## src/rtl/controlador_de_interrupcao.sv

```systemverilog
// Interrupt controller: edge-detects 8 request lines into a pending register, masks them and
// hands the lowest enabled request to the CPU at an instruction boundary (no nesting).
module controlador_de_interrupcao (
    input  logic       clk,
    input  logic       reset,
    input  logic [7:0] irq,
    input  logic       boundary,
    input  logic       reti,
    input  logic       wr_mask,
    input  logic [7:0] mask_in,
    output logic       inta,
    output logic [2:0] irq_id,
    output logic       in_service,
    output logic [7:0] pending
);

    typedef enum logic [1:0] {StIdle, StAck, StService} state_e;

    state_e     state_q, state_d;
    logic [7:0] irq_q;
    logic [7:0] pending_q, pending_d;
    logic [7:0] mask_q;
    logic [7:0] enabled;
    logic [7:0] grant_clr;
    logic [2:0] irq_id_q, irq_id_d;
    logic [2:0] lowest;

    assign enabled = pending_q & mask_q;

    // Scan downwards so the lowest set index is the last one written.
    always_comb begin
        lowest = 3'd0;
        for (int i = 7; i >= 0; i--) begin
            if (enabled[i]) begin
                lowest = 3'(i);
            end
        end
    end

    always_comb begin
        state_d   = state_q;
        irq_id_d  = irq_id_q;
        grant_clr = 8'h00;
        case (state_q)
            StIdle: begin
                if (boundary && (enabled != 8'h00)) begin
                    state_d   = StAck;
                    irq_id_d  = lowest;
                    grant_clr = 8'd1 << lowest;
                end
            end
            StAck: begin
                state_d = StService;
            end
            StService: begin
                if (reti) begin
                    state_d = StIdle;
                end
            end
            default: begin
                state_d = StIdle;
            end
        endcase
        // A fresh edge on the line being acknowledged keeps its bit set.
        pending_d = (pending_q & ~grant_clr) | (irq & ~irq_q);
    end

    always_ff @(posedge clk) begin
        if (!reset) begin
            state_q   <= StIdle;
            irq_q     <= 8'h00;
            pending_q <= 8'h00;
            mask_q    <= 8'h00;
            irq_id_q  <= 3'd0;
        end else begin
            state_q   <= state_d;
            irq_q     <= irq;
            pending_q <= pending_d;
            irq_id_q  <= irq_id_d;
            if (wr_mask) begin
                mask_q <= mask_in;
            end
        end
    end

    assign inta       = (state_q == StAck);
    assign in_service = (state_q == StAck) || (state_q == StService);
    assign irq_id     = irq_id_q;
    assign pending    = pending_q;

endmodule

```

## config.mk

```make
export PLATFORM = sky130hd
export DESIGN_NAME = controlador_de_interrupcao
export DESIGN_NICKNAME = d
export VERILOG_FILES = /design/src/rtl/controlador_de_interrupcao.sv
export SDC_FILE = /design/constraint.sdc
export NUM_CORES = 1
export LEC_CHECK = 0
export BUFFER_PORTS_ARGS = -buffer_cell sky130_fd_sc_hd__buf_2
export CORE_ASPECT_RATIO = 0.8
export CORE_MARGIN = 3
export CORE_UTILIZATION = 50
export CTS_BUF_LIST = sky130_fd_sc_hd__clkbuf_2 sky130_fd_sc_hd__clkbuf_4 sky130_fd_sc_hd__clkbuf_8
export CTS_CLUSTER_DIAMETER = 150
export CTS_CLUSTER_SIZE = 8
export DETAILED_ROUTE_END_ITERATION = 7
export HOLD_SLACK_MARGIN = 0.12
export PLACE_DENSITY = 0.86
export SLEW_MARGIN = 30
export SYNTH_ARGS = -nofsm -noshare
export SYNTH_HDL_FRONTEND = slang
export SYNTH_SLANG_ARGS = --single-unit
export TNS_END_PERCENT = 100
```

## constraint.sdc

```tcl
create_clock -name clk -period 3.07 [get_ports clk]
set_input_delay 0.7675 -clock clk [delete_from_list [all_inputs] [get_ports clk]]
set_output_delay 0.7675 -clock clk [all_outputs]
set_load 0.005 [all_outputs]
```

Word-level counts from Yosys, hierarchy flattened
Index checks and enable logic that the tools add are counted.
{"block": "classes", "add_sub_neg": 0, "mul": 0, "div_mod_pow": 0, "n_lt_le_gt_ge": 0, "eq_ne": 4, "n_shift": 1, "mux": 13, "bitwise": 6, "n_reduce_logical": 6}
{"op": "8-bit AND", "count": 3}
{"op": "3-bit 2-to-1 mux", "count": 8}
{"op": "8-bit 2-to-1 mux", "count": 2}
{"op": "8-bit inverter", "count": 2}
{"op": "8-bit OR", "count": 1}
{"op": "8-bit nonzero test", "count": 1}
{"op": "1-bit by 3-bit << shifter with 8-bit output, first input constant", "count": 1}
{"op": "2-bit case mux with 3 select lines", "count": 1}
{"op": "2-bit 2-to-1 mux", "count": 2}
{"op": "2-bit != test, second input constant", "count": 2}
{"op": "2-bit AND reduction", "count": 2}
{"op": "2-bit by 1-bit equality test with 1-bit output, second input constant", "count": 1}
{"op": "2-bit equality test, second input constant", "count": 1}
{"op": "2-bit zero test", "count": 1}
{"op": "1-bit logical AND", "count": 1}
{"op": "1-bit logical OR", "count": 1}
{"block": "totals", "ff_bits": 29, "latchBits": 0, "ramBits": 0, "rom_bits": 0, "inputBits": 21, "n_memories": 0}

Logic depth before layout (Yosys ltp)
{"block": "logic_depth", "word_depth": 15, "mapped_depth": 6}

Least setup slack after synthesis
Ideal clock, no wire load.
{"block": "synth_timing", "kind": "input -> register", "from": "in boundary", "to": "reg pending_q[4], in the netlist pending[4]", "arrival_ns": 1.415, "required_ns": 2.939, "slack_ns": 1.524, "path_stages": 4, "path_buffers": 0, "path_cell_list": "and2_0 > nand3_1 > o211ai_1 > o211ai_1"}
{"block": "synth_via", "elab_chain_len": 6}
{"element": "start: declaration", "line_no": "7", "source": "input logic boundary,"}
{"element": "1-bit logical AND", "line_no": "46", "source": "if (boundary && (enabled != 8'h00)) begin"}
{"element": "8-bit 2-to-1 mux", "line_no": "46"}
{"element": "8-bit 2-to-1 mux", "line_no": "44", "source": "case (state_q)"}
{"element": "8-bit inverter", "line_no": "65", "source": "pending_d = (pending_q & ~grant_clr) | (irq & ~irq_q);"}
{"element": "8-bit AND", "line_no": "65"}
{"element": "8-bit OR", "line_no": "65"}
{"element": "end signal: assignment", "line_no": "78", "source": "pending_q <= pending_d;"}
{"element": "end: declaration", "line_no": "21", "source": "logic [7:0] pending_q, pending_d;"}
Every way passes these cells.
A chain may end at the register's enable or synchronous reset.

Worst setup path in the final report
{"block": "layout_timing", "from": "reg state_q[1]", "to": "out in_service"}
{"block": "layout_via", "elab_chain_len": 2}
{"element": "start: declaration", "line_no": "19", "source": "state_e state_q, state_d;"}
{"element": "start signal: assignment", "line_no": "70", "source": "state_q <= StIdle;"}
{"element": "start signal: assignment", "line_no": "76", "source": "state_q <= state_d;"}
{"element": "2-bit by 1-bit equality test with 1-bit output / 2-bit equality test (equally long branches)", "line_no": "87", "source": "assign in_service = (state_q == StAck) || (state_q == StService);"}
{"element": "1-bit logical OR *", "line_no": "87"}
{"element": "end: declaration", "line_no": "13", "source": "output logic in_service,"}
Every way passes the cells marked *; elsewhere a longest branch is shown, timed or not.

==> results.cfg <==
[sta]
relSlewSlack_pct = 70.54
drv_slew = 0
finClkSkew_ps = 5.962
max_freq_mhz = 512.0
grt_setup_unrepaired = no
setup_viol = 0
finalHoldViolCount = 0
max_slew.worst_pin.slew_ps = 441.9
whs_ps = 528.2
fin_crit_ps = 1953
min_period_over_period_pct = 63.61
setup_ws_ps = 1117
fin_tns_setup_ps = 0

[worst_setup_path]
worstPathCellList = inv_1 > ha_1 > buf_2
critPathSlowestCell = dfxtp_1
arrival_ps = 1190
crit_start = state_q[1]
cp.required_ps = 2300
endpoint = in_service
path_class = flop to output port
r2r.worst_path.cells = 6
slowest_delay_ps = 390
rr_endpoint = pending[4]
cp-end-kind = output port
r2r_start = state_q[1]
critical_path.startpoint_type = flop
rrSetupSlack_ps = 1480
path_max_fanout = 4

[yosys]
synth_nets = 158
synth_top_cell_area_share_pct = 45.27
synth.distinct_cells = 33
synth_area_leaders = dfxtp_1 (45%), nor2b_1 (8.8%), mux2i_1 (6.2%), and2_1 (3.9%), ha_1 (2.9%)
yosys-top-cells-count = dfxtp_1 (29), nor2b_1 (18), nand2_1 (10)
synth_edf_count = 0
synth.most_common_cell = dfxtp_1
yosysWarnings = 0
yosysTopAreaCell = dfxtp_1
async_flop_share_pct = 0
synth-seq-area-share_pct = 45.27
synth-seq-cells = 29
avgSynthCellArea_um2 = 9.571
synth_area_mm2 = 0.001282
yosys_most_used_dff = dfxtp_1
syn_inst = 134

[global_routing]
grt_pass1_wl_mm = 4.747
antenna_found_initial = 0
grt_max_degree = 34
grt_pass1_vias = 1038
grtUsageTotal_pct = 19.42
overflow = 0

[cells_and_area]
n_antenna_cell = 0
final_nets = 194
syn_to_final_growth_pct = 20.39
nFillCells = 209
drive_gt1_share_pct = 28.07
fin_cells = 205

[run_status]
status = finished, final reports clean

[routing]
drtIter0Drc = 68
vias = 1120
wl_per_cell_um = 14.01
drc = 0
wl_mm = 2.873
ant_nets = 0
drtPass1Iterations = 4
viasPerCell = 5.463

[clock_network]
cts_buffer_depth = 2
post_cts.repair.setup_buffers = 0
hold_buffers = 0
path_clk_slew_ps = 90
clock_latency_ps = 320
cts_tree = yes
cts_resized = 0
numCtsBuffers = 5
clock-sinks = 29
cts-root-buf = clkbuf_4
cts_max_level = 2

[place]
portBuffers = 33
place_inst = 197
dpl.hpwl_mm = 2.245
gp_congestion = 0.8145
dpl_worst_slack_ps = 1248

[floorplanning]
fp-row-count = 15
fp.dieW_um = 62.63
coreArea_mm2 = 0.002290
initial_core_util_pct = 56.01
dieHeight_um = 51.30
dieArea_mm2 = 0.003213
io_pins = 34

[job]
maxCapViolations = 0

[power]
p_per_area_mw_per_mm2 = 529.5
worst_ir_drop_vdd_mv = 0.3313
leakagePower_nw = 0.6871

[min_path]
hold_path_class = flop to flop
cell usage in the layout (no fill, tap or decap), types with 2 or more instances in the layout:
| master | count |
|---|---|
| a21oi_1 | 7 |
| a22o_2 | 2 |
| a22oi_1 | 2 |
| a31oi_1 | 3 |
| a32o_1 | 2 |
| and2_1 | 8 |
| buf_2 | 33 |
| clkbuf_4 | 5 |
| clkbuf_8 | 2 |
| dfxtp_1 | 29 |
| ha_1 | 3 |
| inv_1 | 2 |
| mux2i_1 | 8 |
| nand2_1 | 10 |
| nand2b_1 | 3 |
| nand3_1 | 5 |
| nand4_1 | 2 |
| nor2_1 | 2 |
| nor2b_1 | 18 |
| nor3_1 | 4 |
| o211ai_1 | 3 |
| o21ai_0 | 5 |
registers in the layout, summed over array words and instances, names as in the netlist:
name and cells:
irq_id 3, mask_q 8, state_q 2, pending 8, irq_q 8
metal layers:
layer | part of all wire [%] | track usage (%)
met1 | 44 | 24.39
met5 | 0 | 0
met3 | 10 | 7.033
met4 | 1.3 | 8.791
met2 | 45 | 29.91
through the flow:
| step | total power, W | area [µm²] | util (%) |
|---|---|---|---|
| detailed placement | 0.0005643 | 1474 | 64.37 |
| finish | 0.0008175 | 1544 | 67.43 |
| global route | 0.0008628 | 1544 | 67.43 |
| floorplan | 0.0005136 | 1282 | - |
| CTS | 0.0008196 | 1544 | 67.43 |
| global placement | 0.0005557 | 1474 | 64.37 |
worst min path at each step:
stage / start / end / slack [ps] / cells after the start
floorplan: irq_q[4] / pending[4] / 490 / 2
global placement: irq_id[2] / irq_id[2] / 480 / 1
detailed placement: irq_id[2] / irq_id[2] / 520 / 1
CTS: state_q[1] / state_q[1] / 530 / 2
global route: mask_q[7] / mask_q[7] / 580 / 2
finish: irq_id[2] / irq_id[2] / 530 / 1
logic make-up (layout without fill, tap and decap cells):
logic type	after synthesis	count (layout)	share of synthesized area, %
AND/OR/NAND/NOR	57	57	26.15
AO/OA/AOI/OAI	31	31	17.56
multiplexers	8	8	6.244
adder cells (fa/ha/maj)	3	3	2.927
flip-flops	29	29	45.27
buffers and inverters	6	43	1.853
worst max-delay path: cells and delay by family, from the launching register on:
kind,cells,cell delay (ps)
adder cells (fa/ha/maj),1,260
flip-flops,1,390
buffers and inverters,2,210
layout make-up:
type | instances | area, µm² | area share (%)
Inverter | 2 | 7.507 | 0.4862
Timing Repair Buffer | 33 | 165.2 | 10.70
Sequential cell | 29 | 580.6 | 37.60
Multi-Input combinational cell | 99 | 678.2 | 43.92
Clock inverter | 1 | 5.005 | 0.3241
Clock buffer | 7 | 65.06 | 4.214
Tap cell | 34 | 42.54 | 2.755
where the power goes:
| group | internal (W) | switching, W |
|---|---|---|
| clock | 0.000133 | 0.000128 |
| sequential | 0.000403 | 0.0000228 |
| combinational | 0.0000632 | 0.0000680 |
Note: power is estimated with default switching activity, not from simulation.
